**src/rtl/uart_rx_os_if.sv**
```systemverilog
// Receive-side bundle of the oversampling UART: serial line in, byte handshake and flags out.
// The receiver uses the master modport; the consuming logic uses the slave modport.
interface uart_rx_os_if;
    logic       rx;
    logic [7:0] rx_data;
    logic       rx_valid;
    logic       rx_ready;
    logic       frame_err;
    logic       overrun;
    logic       busy;

    modport master (
        input  rx,
        input  rx_ready,
        output rx_data,
        output rx_valid,
        output frame_err,
        output overrun,
        output busy
    );

    modport slave (
        output rx,
        output rx_ready,
        input  rx_data,
        input  rx_valid,
        input  frame_err,
        input  overrun,
        input  busy
    );
endinterface

```
**src/rtl/uart_rx_os.sv**
```systemverilog
// Oversampling 8N1 UART receiver on the system clock: samples each bit at its centre and
// hands bytes out on a valid/ready handshake with framing-error and overrun pulses.
module uart_rx_os #(
    parameter int unsigned CLK_FREQ   = 50000000,
    parameter int unsigned BAUD_RATE  = 9600,
    parameter int unsigned OVERSAMPLE = 16
) (
    input  logic         clk,
    input  logic         rst_n,
    uart_rx_os_if.master bus
);
    localparam int unsigned DIV = CLK_FREQ / (BAUD_RATE * OVERSAMPLE);
    localparam int unsigned TW  = $clog2(DIV) + 1;
    localparam int unsigned OW  = $clog2(OVERSAMPLE);

    typedef enum logic [2:0] {StIdle, StStart, StData, StStop, StBreak} state_e;

    state_e      r_state, w_state_d;
    logic [TW-1:0] r_tick_cnt;
    logic [OW-1:0] r_os_cnt, w_os_cnt_d;
    logic [3:0]  r_bit_cnt, w_bit_cnt_d;
    logic [7:0]  r_shift, w_shift_d;
    logic        r_sync1, r_rx_s;
    logic [7:0]  r_rx_data;
    logic        r_rx_valid, r_frame_err, r_overrun;
    logic        w_tick, w_commit, w_frame_err, w_os_last;

    assign w_tick    = (r_tick_cnt == TW'(DIV - 1));
    assign w_os_last = (r_os_cnt == OW'(OVERSAMPLE - 1));

    always_ff @(posedge clk or negedge rst_n) begin
        if (!rst_n) begin
            r_tick_cnt <= '0;
            r_sync1    <= 1'b1;
            r_rx_s     <= 1'b1;
        end else begin
            r_tick_cnt <= w_tick ? '0 : r_tick_cnt + 1'b1;
            r_sync1    <= bus.rx;
            r_rx_s     <= r_sync1;
        end
    end

    always_comb begin
        w_state_d   = r_state;
        w_os_cnt_d  = r_os_cnt;
        w_bit_cnt_d = r_bit_cnt;
        w_shift_d   = r_shift;
        w_commit    = 1'b0;
        w_frame_err = 1'b0;
        if (w_tick) begin
            w_os_cnt_d = w_os_last ? '0 : r_os_cnt + 1'b1;
            unique case (r_state)
                StIdle: begin
                    if (!r_rx_s) w_state_d = StStart;
                end
                StStart: begin
                    // Half a bit in: a line that is high again was only a glitch
                    if (r_os_cnt == OW'(OVERSAMPLE / 2 - 1)) begin
                        if (!r_rx_s) begin
                            w_state_d   = StData;
                            w_bit_cnt_d = 4'd0;
                        end else begin
                            w_state_d = StIdle;
                        end
                    end
                end
                StData: begin
                    if (w_os_last) begin
                        w_shift_d   = {r_rx_s, r_shift[7:1]};
                        w_bit_cnt_d = r_bit_cnt + 4'd1;
                        if (r_bit_cnt == 4'd7) w_state_d = StStop;
                    end
                end
                StStop: begin
                    if (w_os_last) begin
                        if (r_rx_s) begin
                            w_commit  = 1'b1;
                            w_state_d = StIdle;
                        end else begin
                            w_frame_err = 1'b1;
                            w_state_d   = StBreak;
                        end
                    end
                end
                StBreak: begin
                    if (r_rx_s) w_state_d = StIdle;
                end
                default: w_state_d = StIdle;
            endcase
            if (w_state_d != r_state) w_os_cnt_d = '0;
        end
    end

    always_ff @(posedge clk or negedge rst_n) begin
        if (!rst_n) begin
            r_state   <= StIdle;
            r_os_cnt  <= '0;
            r_bit_cnt <= '0;
            r_shift   <= '0;
        end else begin
            r_state   <= w_state_d;
            r_os_cnt  <= w_os_cnt_d;
            r_bit_cnt <= w_bit_cnt_d;
            r_shift   <= w_shift_d;
        end
    end

    // A commit coinciding with an accept reloads the holding register without a gap
    always_ff @(posedge clk or negedge rst_n) begin
        if (!rst_n) begin
            r_rx_data   <= '0;
            r_rx_valid  <= 1'b0;
            r_frame_err <= 1'b0;
            r_overrun   <= 1'b0;
        end else begin
            r_frame_err <= w_frame_err;
            r_overrun   <= w_commit & r_rx_valid & ~bus.rx_ready;
            if (w_commit && (!r_rx_valid || bus.rx_ready)) begin
                r_rx_data  <= r_shift;
                r_rx_valid <= 1'b1;
            end else if (r_rx_valid && bus.rx_ready) begin
                r_rx_valid <= 1'b0;
            end
        end
    end

    assign bus.rx_data   = r_rx_data;
    assign bus.rx_valid  = r_rx_valid;
    assign bus.frame_err = r_frame_err;
    assign bus.overrun   = r_overrun;
    assign bus.busy      = (r_state != StIdle);
endmodule

```
**src/flat_wrapper.sv**
```systemverilog
// flat-port wrapper written by rule: the top's interface ports become plain ports
module uart_rx_os_flat 
#(
    parameter int unsigned CLK_FREQ   = 50000000,
    parameter int unsigned BAUD_RATE  = 9600,
    parameter int unsigned OVERSAMPLE = 16
)
  (clk, rst_n, bus_rx, bus_rx_ready, bus_rx_data, bus_rx_valid, bus_frame_err, bus_overrun, bus_busy);
  uart_rx_os_if bus_i ();
  input  logic clk;
  input  logic rst_n;
  input wire logic [$bits(bus_i.rx)-1:0] bus_rx;
  input wire logic [$bits(bus_i.rx_ready)-1:0] bus_rx_ready;
  output wire logic [$bits(bus_i.rx_data)-1:0] bus_rx_data;
  output wire logic [$bits(bus_i.rx_valid)-1:0] bus_rx_valid;
  output wire logic [$bits(bus_i.frame_err)-1:0] bus_frame_err;
  output wire logic [$bits(bus_i.overrun)-1:0] bus_overrun;
  output wire logic [$bits(bus_i.busy)-1:0] bus_busy;
  assign bus_i.rx = bus_rx;
  assign bus_i.rx_ready = bus_rx_ready;
  assign bus_rx_data = bus_i.rx_data;
  assign bus_rx_valid = bus_i.rx_valid;
  assign bus_frame_err = bus_i.frame_err;
  assign bus_overrun = bus_i.overrun;
  assign bus_busy = bus_i.busy;
  uart_rx_os #(.CLK_FREQ(CLK_FREQ), .BAUD_RATE(BAUD_RATE), .OVERSAMPLE(OVERSAMPLE)) u_core (.clk(clk), .rst_n(rst_n), .bus(bus_i));
endmodule
```
**config.mk**
```make
export PLATFORM = sky130hd
export DESIGN_NAME = uart_rx_os_flat
export DESIGN_NICKNAME = d
export VERILOG_FILES = /design/src/rtl/uart_rx_os_if.sv /design/src/rtl/uart_rx_os.sv /design/src/flat_wrapper.sv
export SDC_FILE = /design/constraint.sdc
export NUM_CORES = 1
export LEC_CHECK = 0
export BUFFER_PORTS_ARGS = -buffer_cell sky130_fd_sc_hd__buf_2
export CAP_MARGIN = 20
export CORE_ASPECT_RATIO = 0.5
export CORE_MARGIN = 2
export CORE_UTILIZATION = 50
export CTS_BUF_LIST = sky130_fd_sc_hd__clkbuf_8 sky130_fd_sc_hd__clkbuf_16
export DETAILED_ROUTE_END_ITERATION = 10
export GPL_TIMING_DRIVEN = 0
export PLACE_DENSITY = 0.7
export SYNTH_ARGS = -nofsm -noshare
export SYNTH_HDL_FRONTEND = slang
export SYNTH_SLANG_ARGS = --single-unit
```
**constraint.sdc**
```tcl
create_clock -name clk -period 2.2 [get_ports clk]
set_clock_uncertainty 0.15 [all_clocks]
set_input_delay 0 -clock clk [delete_from_list [all_inputs] [get_ports clk]]
set_output_delay 0 -clock clk [all_outputs]
set_load 0.1 [all_outputs]
```
==> After elaboration in Yosys (flattened, before gate mapping) <==
Cells that the tools add are included.
{ "word_totals": {"word_cells": 66, "input_bits": 4, "out_inout_bits": 12, "reg_bits": 42} }
{ "op_classes": {"add_sub_neg": 3, "n_eq_ne": 12, "n_reduce_logical": 10, "muxes": 27, "bitwise": 3} }
{ "op_table": {"columns": ["op", "n"], "rows": [
  ["$mux 3", 8],
  ["$mux 4", 5],
  ["$pmux 3 s5", 1],
  ["$add 10x1->10 const B", 1],
  ["$eq 10x9->1 const B", 1],
  ["$mux 1", 10],
  ["$mux 10", 1],
  ["$add 4x1->4 const B", 2],
  ["$eq 4x3->1 const B", 2],
  ["$pmux 4 s2", 1],
  ["$eq 3x2->1 const B", 2],
  ["$reduce_and 5->1", 1],
  ["$eq 4x4->1 const B", 1],
  ["$ne 2x1->1 const B", 2],
  ["$reduce_bool 2->1", 2],
  ["$eq 3x1->1 const B", 1],
  ["$eq 3x3->1 const B", 1],
  ["$logic_not 3->1", 1],
  ["$ne 3x3->1", 1],
  ["$reduce_and 3->1", 1],
  ["$reduce_bool 3->1", 1],
  ["$and 1x1->1", 2],
  ["$logic_and 1x1->1", 2],
  ["$mux 2", 1],
  ["other kinds (4)", 4]
]} }

==> Depth between registers and ports, before layout <==
Gate-level depths: netlist of the first run.
{ "logic_depth": {"ltp_word": 7, "mapped_depth": 7, "depth_no_buf": 6} }

==> Worst setup path after synthesis of the first run <==
No wires, ideal clock.
{ "synth_timing": {"kind": "reg-to-reg", "startpoint": "register u_core.r_tick_cnt[0]", "endpoint": "register u_core.r_shift[0]", "path_stages_with_launch": 8, "n_path_buf": 1, "required_ns": 1.925, "t_arrival_ns": 2.080, "setup_slack_ns": -0.154, "synth_period_minus_slack_ns": 2.354, "setup_ns": 0.125, "cell_sequence": "dfrtp_1 > inv_1 > ha_1 > nand4b_1 > or4_1 > buf_6 > nor3_4 > mux2_2"} }
{ "synth_via": {"elab_chain_len": 2} }
{ "synth_rtl": {"columns": ["element", "line", "rtl"], "rows": [
  ["start, declared", "uart_rx_os.sv:19", "logic [TW-1:0] r_tick_cnt;"],
  ["start signal, assigned", "uart_rx_os.sv:37", "r_tick_cnt <= w_tick ? '0 : r_tick_cnt + 1'b1;"],
  ["$eq 10x9->1", "uart_rx_os.sv:28", "assign w_tick = (r_tick_cnt == TW'(DIV - 1));"],
  ["$reduce_and 3->1 (no source line)", null, null],
  ["end signal, assigned", "uart_rx_os.sv:104", "r_shift <= w_shift_d;"],
  ["end, declared", "uart_rx_os.sv:22", "logic [7:0] r_shift, w_shift_d;"]
]} }
No other way between the ends.
A chain may end at the register's enable or synchronous reset.

==> Worst setup path after layout of the first run <==
{ "layout_timing": {"startpoint": "register u_core.r_tick_cnt[0]", "endpoint": "register u_core.r_shift[4]"} }
The elaborated chain is that of the path after synthesis.

==> run summary, run 1 <==
Run status = complete, but fails checks
Failing checks = setup timing
Area of placed instances = 2100 um2
Top library cells by usage in the layout, fill and taps aside = 40 x dfrtp_1, 15 x buf_2, 14 x buf_4
Post-route non-filler standard cell count = 260
Detail Route Antenna Nets = 0
Worst-margin pin slew = 0.928 ns
Wire length of the first global-routing pass = 6700 um
Post-detailed-route DRC marker count = 0
Worst stage delay on the critical path = 0.52 ns
Worst hold slack = 0.181 ns
Count of flip-flops with a built-in enable after synthesis = 0
Clk pin slew, worst setup/hold paths = 0.08 ns
Post-synth design cell area = 1960 um2
Number of antenna violations at the first check in global routing = 0
Port bufs = 15
Overall global routing resource usage = 0.207
Layout-stage area growth over the synthesis result = 25.0%
DIE HEIGHT = 48.2 um
Final HPWL from detailed placement = 2390 um
Synthesized Nets = 179
Buffers from clock root to sink, at most = 2
Max Clock Freq = 433 MHz
Distinct cells, synth = 43
Share of the cycle needed by the critical path after routing = 1.05
Global routing usage on met1 = 0.261
Final-report hold violation count = 0
Pin count of the biggest net entering global routing = 43
Portion of the post-synthesis area used by sequential elements = 0.539
TritonCTS buffer count = 5
Cell with the biggest individual delay on the critical path = or4_4
Routed length per placed instance = 16.1 um
Total wire length = 4190 um
Total leakage power = 1.15 nW
Worst Setup End Kind = register
Commonest non-fill, non-tap cell in the layout = dfrtp_1
Drt via density = 5.62
Post-synthesis instance total = 171
Clock tree from TritonCTS = built
Clock root buffer = clkbuf_8
H-Tree Level Count = 2
Initial drt markers = 57
Final slew viol count = 0
Most crowded layer after global routing = met2
Startpoint types = register
Total placed cells including tap cells = 237
Data arrival time of the worst path = 2.35 ns
Worst-Skew Late Latency = 0.30 ns
Ys async rst share = 1.00
Final #Nets = 216
Final setup violation count = 10
Power per cell area = 548 nW/um2
Slew HR = 0.382
Fraction of the core area covered by cells at the end of the flow = 0.682
Minimum clock period after layout = 2.31 ns
Vias after detailed routing = 1,462
Maximum net fanout on the critical path = 8
Gpl congestion = 0.778
Starting Density = 0.546
Overall die area = 4460 um2
CORE AREA = 3580 um2
Remaining global-route overflow = 0
Data required time of the worst path = 2.24 ns
Unrepaired setup endpoints after global routing = true
Met3 Resource Use GR = 0.0510
Ant. Diodes = 0
Post-route setup TNS = -0.982 ns
Synthesized flop and latch total = 42
Dominant register cell in the synthesized netlist = dfrtp_1
Start-to-end type of the worst setup path = reg -> reg
Std-Cell Rows = 15
Max Cap Viol = 0
Synthesis warning total = 0
Syn_area_per_cell = 11.4 um2
Critical path, cell by cell = inv_2, ha_4, nand4b_1, or4_4, buf_8, nor3_4, buf_12, mux2_4
Final Worst Setup Slack = -0.108 ns
Worst supply voltage drop on vdd = 0.323 mV
Hold WC Path Type = in -> reg
Final design area excluding fillers = 2440 um2
Fraction of final layout cells sized beyond drive strength 1 = 0.364
Number of global-route vias before repair = 1,393
Drt pass-1 iters = 4
Number of I/O pins = 16
Chip width = 92.4 um
GRT met2 Usage = 0.350
Number of clock sinks seen by CTS = 42
[area by class of cell]
cell class / instances / area, um2
Fill cell: 252 / 1140
Timing Repair Buffer: 33 / 230
Tap cell: 51 / 63.8
Inverter: 3 / 11.3
Sequential cell: 42 / 1050
Multi-Input combinational cell: 117 / 948
Buffer: 6 / 42.5
Clock inverter: 2 / 12.5
Clock buffer: 6 / 82.6
[through the flow]
stage          setup slack, ns  power, mW
6_report                -0.108       1.34
5_1_grt                 -0.186       1.37
4_1_cts                 -0.166       1.35
3_5_place_dp            -0.433      0.815
3_3_place_gp            -0.428      0.814
2_1_floorplan           -0.130      0.795
[worst paths after layout]
| kind | start | end | slack (ns) | cells after the start |
|---|---|---|---|---|
| max | u_core.r_tick_cnt[0] | u_core.r_shift[4] | -0.11 | 8 |
| min | bus_rx | u_core.r_sync1 | 0.18 | 2 |
| max reg2reg | u_core.r_tick_cnt[0] | u_core.r_shift[4] | -0.11 | 8 |
| min reg2reg | u_core.r_sync1 | u_core.r_rx_s | 0.21 | 0 |
| max in group asynchronous | rst_n | u_core.r_os_cnt[0] | 1.10 | 2 |
| min in group asynchronous | rst_n | u_core.r_state[0] | 0.21 | 2 |
[synthesized netlist by cell type, types with 2 or more instances]
library cell | instances | area (um2)
a21oi_1 | 3 | 15.0
a31oi_1 | 3 | 18.8
and2_1 | 2 | 12.5
and3_1 | 3 | 18.8
clkbuf_1 | 7 | 26.3
dfrtp_1 | 40 | 1000
dfstp_2 | 2 | 52.6
ha_1 | 4 | 50.1
inv_1 | 3 | 11.3
mux2_2 | 18 | 203
nand2_1 | 11 | 41.3
nand2b_1 | 3 | 18.8
nand3_1 | 8 | 40.0
nand3b_1 | 3 | 22.5
nand4_1 | 2 | 12.5
nand4b_1 | 2 | 17.5
nor2_1 | 11 | 41.3
nor2b_1 | 2 | 12.5
nor3_1 | 2 | 10.0
nor3b_1 | 2 | 15.0
o21ai_0 | 7 | 35.0
o31ai_1 | 3 | 22.5
o41ai_1 | 2 | 17.5
or3_1 | 2 | 12.5
xnor2_1 | 6 | 52.6
xor2_1 | 3 | 26.3
[where the power goes]
group | switching, mW | internal [mW] | total (mW)
sequential | 0.00206 | 0.775 | 0.777
combinational | 0.0182 | 0.00761 | 0.0258
clock | 0.285 | 0.253 | 0.538
[worst max-delay path: cells and delay by family (launching register included)]
kind	cells	cell delay, ns
flip-flops	1	0.40
AND/OR/NAND/NOR	3	0.82
adder cells (fa/ha/maj)	1	0.12
buffers and inverters	3	0.39
multiplexers	1	0.30
[flip-flops by register name, indices dropped and copies added (netlist names)]
signal,count
u_core.r_rx_s,1
u_core.r_sync1,1
u_core.r_os_cnt,4
u_core.r_tick_cnt,10
u_core.r_bit_cnt,4
u_core.bus.rx_valid,1
u_core.r_shift,8
u_core.r_state,3
u_core.bus.overrun,1
u_core.bus.rx_data,8
u_core.bus.frame_err,1
[metal layers]
layer,up-vias,wire length (um),share of wire
met3,7,198,0.047
met5,-,0,0
met1,727,1960,0.47
met2,43,1980,0.47
met4,0,51,0.012
li1,685,-,-
[cells by family after synthesis]
group | synth area share
fa+ha+maj | 0.0256
simple gates | 0.179
buf+inv | 0.0275
compound gates | 0.0851
mux | 0.104
flops | 0.539
xor+xnor | 0.0403
[repair_timing]
item | 4_1_cts | 5_1_grt
resized for setup | 18 | 8
pin swaps | 10 | 5
gates cloned | 0 | 0
hold endpoints to repair | 43 | 0
buffers inserted | 12 | 3
setup endpoints to repair | 30 | 27
hold buffers | 3 | 0
Note: power is estimated with default switching activity, not from simulation.
==> run 2: changes to the inputs <==
--- a/config.mk
+++ b/config.mk
@@ -5,6 +5,7 @@
 export SDC_FILE = /design/constraint.sdc
 export NUM_CORES = 1
 export LEC_CHECK = 0
+export ABC_AREA = 1
 export BUFFER_PORTS_ARGS = -buffer_cell sky130_fd_sc_hd__buf_2
 export CAP_MARGIN = 20
 export CORE_ASPECT_RATIO = 0.5
==> run summary, run 2 <==
Post-route setup TNS = 0 ns (+0.982 ns)
Overall global routing resource usage = 0.187 (-0.0196)
Syn_area_per_cell = 8.60 um2 (-25%)
Power per cell area = 588 nW/um2 (+7.3%)
Layout-stage area growth over the synthesis result = 12.9%
Largest register FFs = 10 (unchanged)
TritonCTS buffer count = 5 (unchanged)
Clock root buffer = clkbuf_8
Drt pass-1 iters = 4 (unchanged)
Clk pin slew, worst setup/hold paths = 0.08 ns (about the same)
Setup fix buffers added after clock tree synthesis = 0 (-12)
Max Cap Viol = 0 (unchanged)
Cell-internal power = 1.11 mW (+7.7%)
Drt via density = 5.01 (-11%)
Total placed cells including tap cells = 315 (+33%)
Data arrival time of the worst path = 1.89 ns (-0.46 ns)
Start-to-end type of the worst setup path = reg -> reg
Port bufs = 15 (unchanged)
Hold WC Path Type = in -> reg
Run status = finished, final reports clean
Clock tree from TritonCTS = built
Portion of the post-synthesis area used by sequential elements = 0.498 (-0.0405)
Synthesized flop and latch total = 42 (unchanged)
Ant. Diodes = 0 (unchanged)
Cell with the most instances after synthesis = nand2_1
Clk network pwr share = 0.429 (+0.028)
Number of antenna violations at the first check in global routing = 0 (unchanged)
Max Clock Freq = 538 MHz (+24%)
Post-detailed-route DRC marker count = 0 (unchanged)
Fraction of final layout cells sized beyond drive strength 1 = 0.188 (-0.175)
Ranking of synthesized cells by instance count = 62 x nand2_1, 40 x dfrtp_1, 29 x inv_1, 21 x nor2_1, 11 x o21ai_1
H-Tree Level Count = 2 (unchanged)
Dominant register cell in the synthesized netlist = dfrtp_1
Share of the synthesized area in the top cell type = 0.473 (-0.0385)
Routed length per placed instance = 11.7 um (-28%)
Final slew viol count = 0 (unchanged)
Worst-margin pin slew = 0.909 ns (-0.0189 ns)
Maximum net fanout on the critical path = 9 (+1)
Total leakage power = 1.25 nW (+9.0%)
Unrepaired setup endpoints after global routing = false
Initial drt markers = 58 (+1.8%)
Worst supply voltage drop on vdd = 0.296 mV (-8.4%)
Slew HR = 0.394 (+0.0126)
Startpoint types = register
Overall die area = 4800 um2 (+7.6%)
Fillers = 352 (+40%)
Remaining global-route overflow = 0 (unchanged)
Minimum clock period after layout = 1.86 ns (-0.450 ns)
Vias after detailed routing = 1,628 (+11%)
Top library cells by usage in the layout, fill and taps aside = 62 x nand2_1, 40 x dfrtp_1, 30 x inv_1
Number of clock sinks seen by CTS = 42 (unchanged)
Depth of the most critical reg-to-reg path = 6 (-2)
Number of buffers added to fix hold violations after cts = 2 (-1)
Distinct cells, synth = 32 (-26%)
Post-synthesis instance total = 246 (+44%)
Detail Route Antenna Nets = 0 (unchanged)
CORE AREA = 3980 um2 (+11%)
Post-CTS sizing = 0 (-18)
Starting Density = 0.531 (-0.0148)
Setup WS pre-CTS = 0.361 ns (+0.794 ns)
Share of the cycle needed by the critical path after routing = 0.844 (-0.205)
Final HPWL from detailed placement = 2700 um (+13%)
Ys async rst share = 1.00 (unchanged)
Std-Cell Rows = 16 (+1)
Chip width = 96.0 um (+3.8%)
Most flop-heavy register = u_core.r_tick_cnt
Buffers from clock root to sink, at most = 2 (unchanged)
Final setup violation count = 0 (-10)
Number of global-route vias before repair = 1,514 (+8.7%)
Data required time of the worst path = 2.24 ns (about the same)
Post-route non-filler standard cell count = 325 (+25%)
Cell depth of the worst hold path = 5 (+3)
Count of flip-flops with a built-in enable after synthesis = 0 (unchanged)
Commonest non-fill, non-tap cell in the layout = nand2_1
Number of I/O pins = 16 (unchanged)
Fraction of power spent switching nets = 0.206 (-0.0217)
Wire length of the first global-routing pass = 6820 um (+1.8%)
Synthesis warning total = 0 (unchanged)
Sw power = 0.290 mW (-5.2%)
Final Worst Setup Slack = 0.342 ns (+0.450 ns)
DIE HEIGHT = 50.0 um (+3.7%)
Final-report hold violation count = 0 (unchanged)
Worst Setup End Kind = register
Gpl congestion = 0.827 (+6.2%)
Final #Nets = 278 (+29%)
Worst-Skew Late Latency = 0.30 ns (about the same)
Leading cell types by total area after synthesis = dfrtp_1 47%, nand2_1 11%, inv_1 5.1%
Synthesized Nets = 254 (+42%)
Share of total power in combinational logic = 0.018 (about the same)
Sequential Power Share = 0.553 (-0.026)
Total wire length = 3790 um (-9.4%)
Library cell occupying the most area in the post-synthesis netlist = dfrtp_1
Post-synth design cell area = 2110 um2 (+8.1%)
Pin count of the biggest net entering global routing = 43 (unchanged)
[run 2: worst paths after layout]
kind / startpoint / end / slack [ns]
worst min-delay path: bus_rx_ready / u_core.bus.rx_valid / 0.01
worst max-delay path: u_core.r_os_cnt[0] / u_core.bus.rx_data[1] / 0.34
min in group asynchronous: rst_n / u_core.bus.rx_data[4] / 0.22
worst max register to register: u_core.r_os_cnt[0] / u_core.bus.rx_data[1] / 0.34
max in group asynchronous: rst_n / u_core.r_state[0] / 1.11
worst min register to register: u_core.r_sync1 / u_core.r_rx_s / 0.21
[run 2: cell type report]
cell class | instances | area [um2] | area share
timing repair buffer | 17 | 95.1 | 0.0398
clock buffer | 5 | 68.8 | 0.0288
sequential | 42 | 1050 | 0.441
buffer | 5 | 45.0 | 0.0189
clock inverter | 3 | 41.3 | 0.0173
inverter | 32 | 120 | 0.0503
tap | 54 | 67.6 | 0.0283
multi-input combinational | 167 | 896 | 0.375
[run 2: cells by family (layout without fill, tap and decap cells)]
| kind of cell | after synthesis | after routing | synth area share |
|---|---|---|---|
| buf+inv | 37 | 62 | 0.0781 |
| flops | 42 | 42 | 0.498 |
| compound gates | 28 | 28 | 0.0692 |
| fa+ha+maj | 4 | 4 | 0.0237 |
| xor+xnor | 4 | 4 | 0.0166 |
| simple gates | 131 | 131 | 0.314 |
[run 2: layer usage]
layer	vias to the layer above	GRT usage	wire, um
met2	21	0.266	1600
li1	838	-	-
met3	8	0.0550	135
met5	-	0	0
met1	761	0.274	2010
met4	0	0.0571	55
[run 2: critical path: stages, from the launching register on]
cell and delay (ns):
dfrtp_1 0.41, ha_1 0.25, nand3_2 0.15, nor3_4 0.42, nand3_4 0.20, nand2_1 0.11, nand2_1 0.06
[run 2: per-stage QoR]
step           hold WS [ns]  cell area, um2  power [mW]   util
2_1_floorplan        -0.446            2110       0.796      -
3_3_place_gp        -0.0449            2260       0.815  0.567
3_5_place_dp        -0.0428            2260       0.816  0.567
4_1_cts             0.00451            2390        1.43  0.599
5_1_grt              0.0628            2390        1.46  0.599
6_report             0.0100            2390        1.40  0.599
[run 2: power by group through the flow]
| stage | combinational [mW] | sequential [mW] | clock (mW) |
|---|---|---|---|
| 3_3_place_gp | 0.0234 | 0.791 | 0 |
| 3_5_place_dp | 0.0244 | 0.791 | 0 |
| 6_report | 0.0253 | 0.776 | 0.603 |
| 2_1_floorplan | 0.00518 | 0.791 | 0 |
| 4_1_cts | 0.0270 | 0.776 | 0.622 |
| 5_1_grt | 0.0306 | 0.777 | 0.653 |
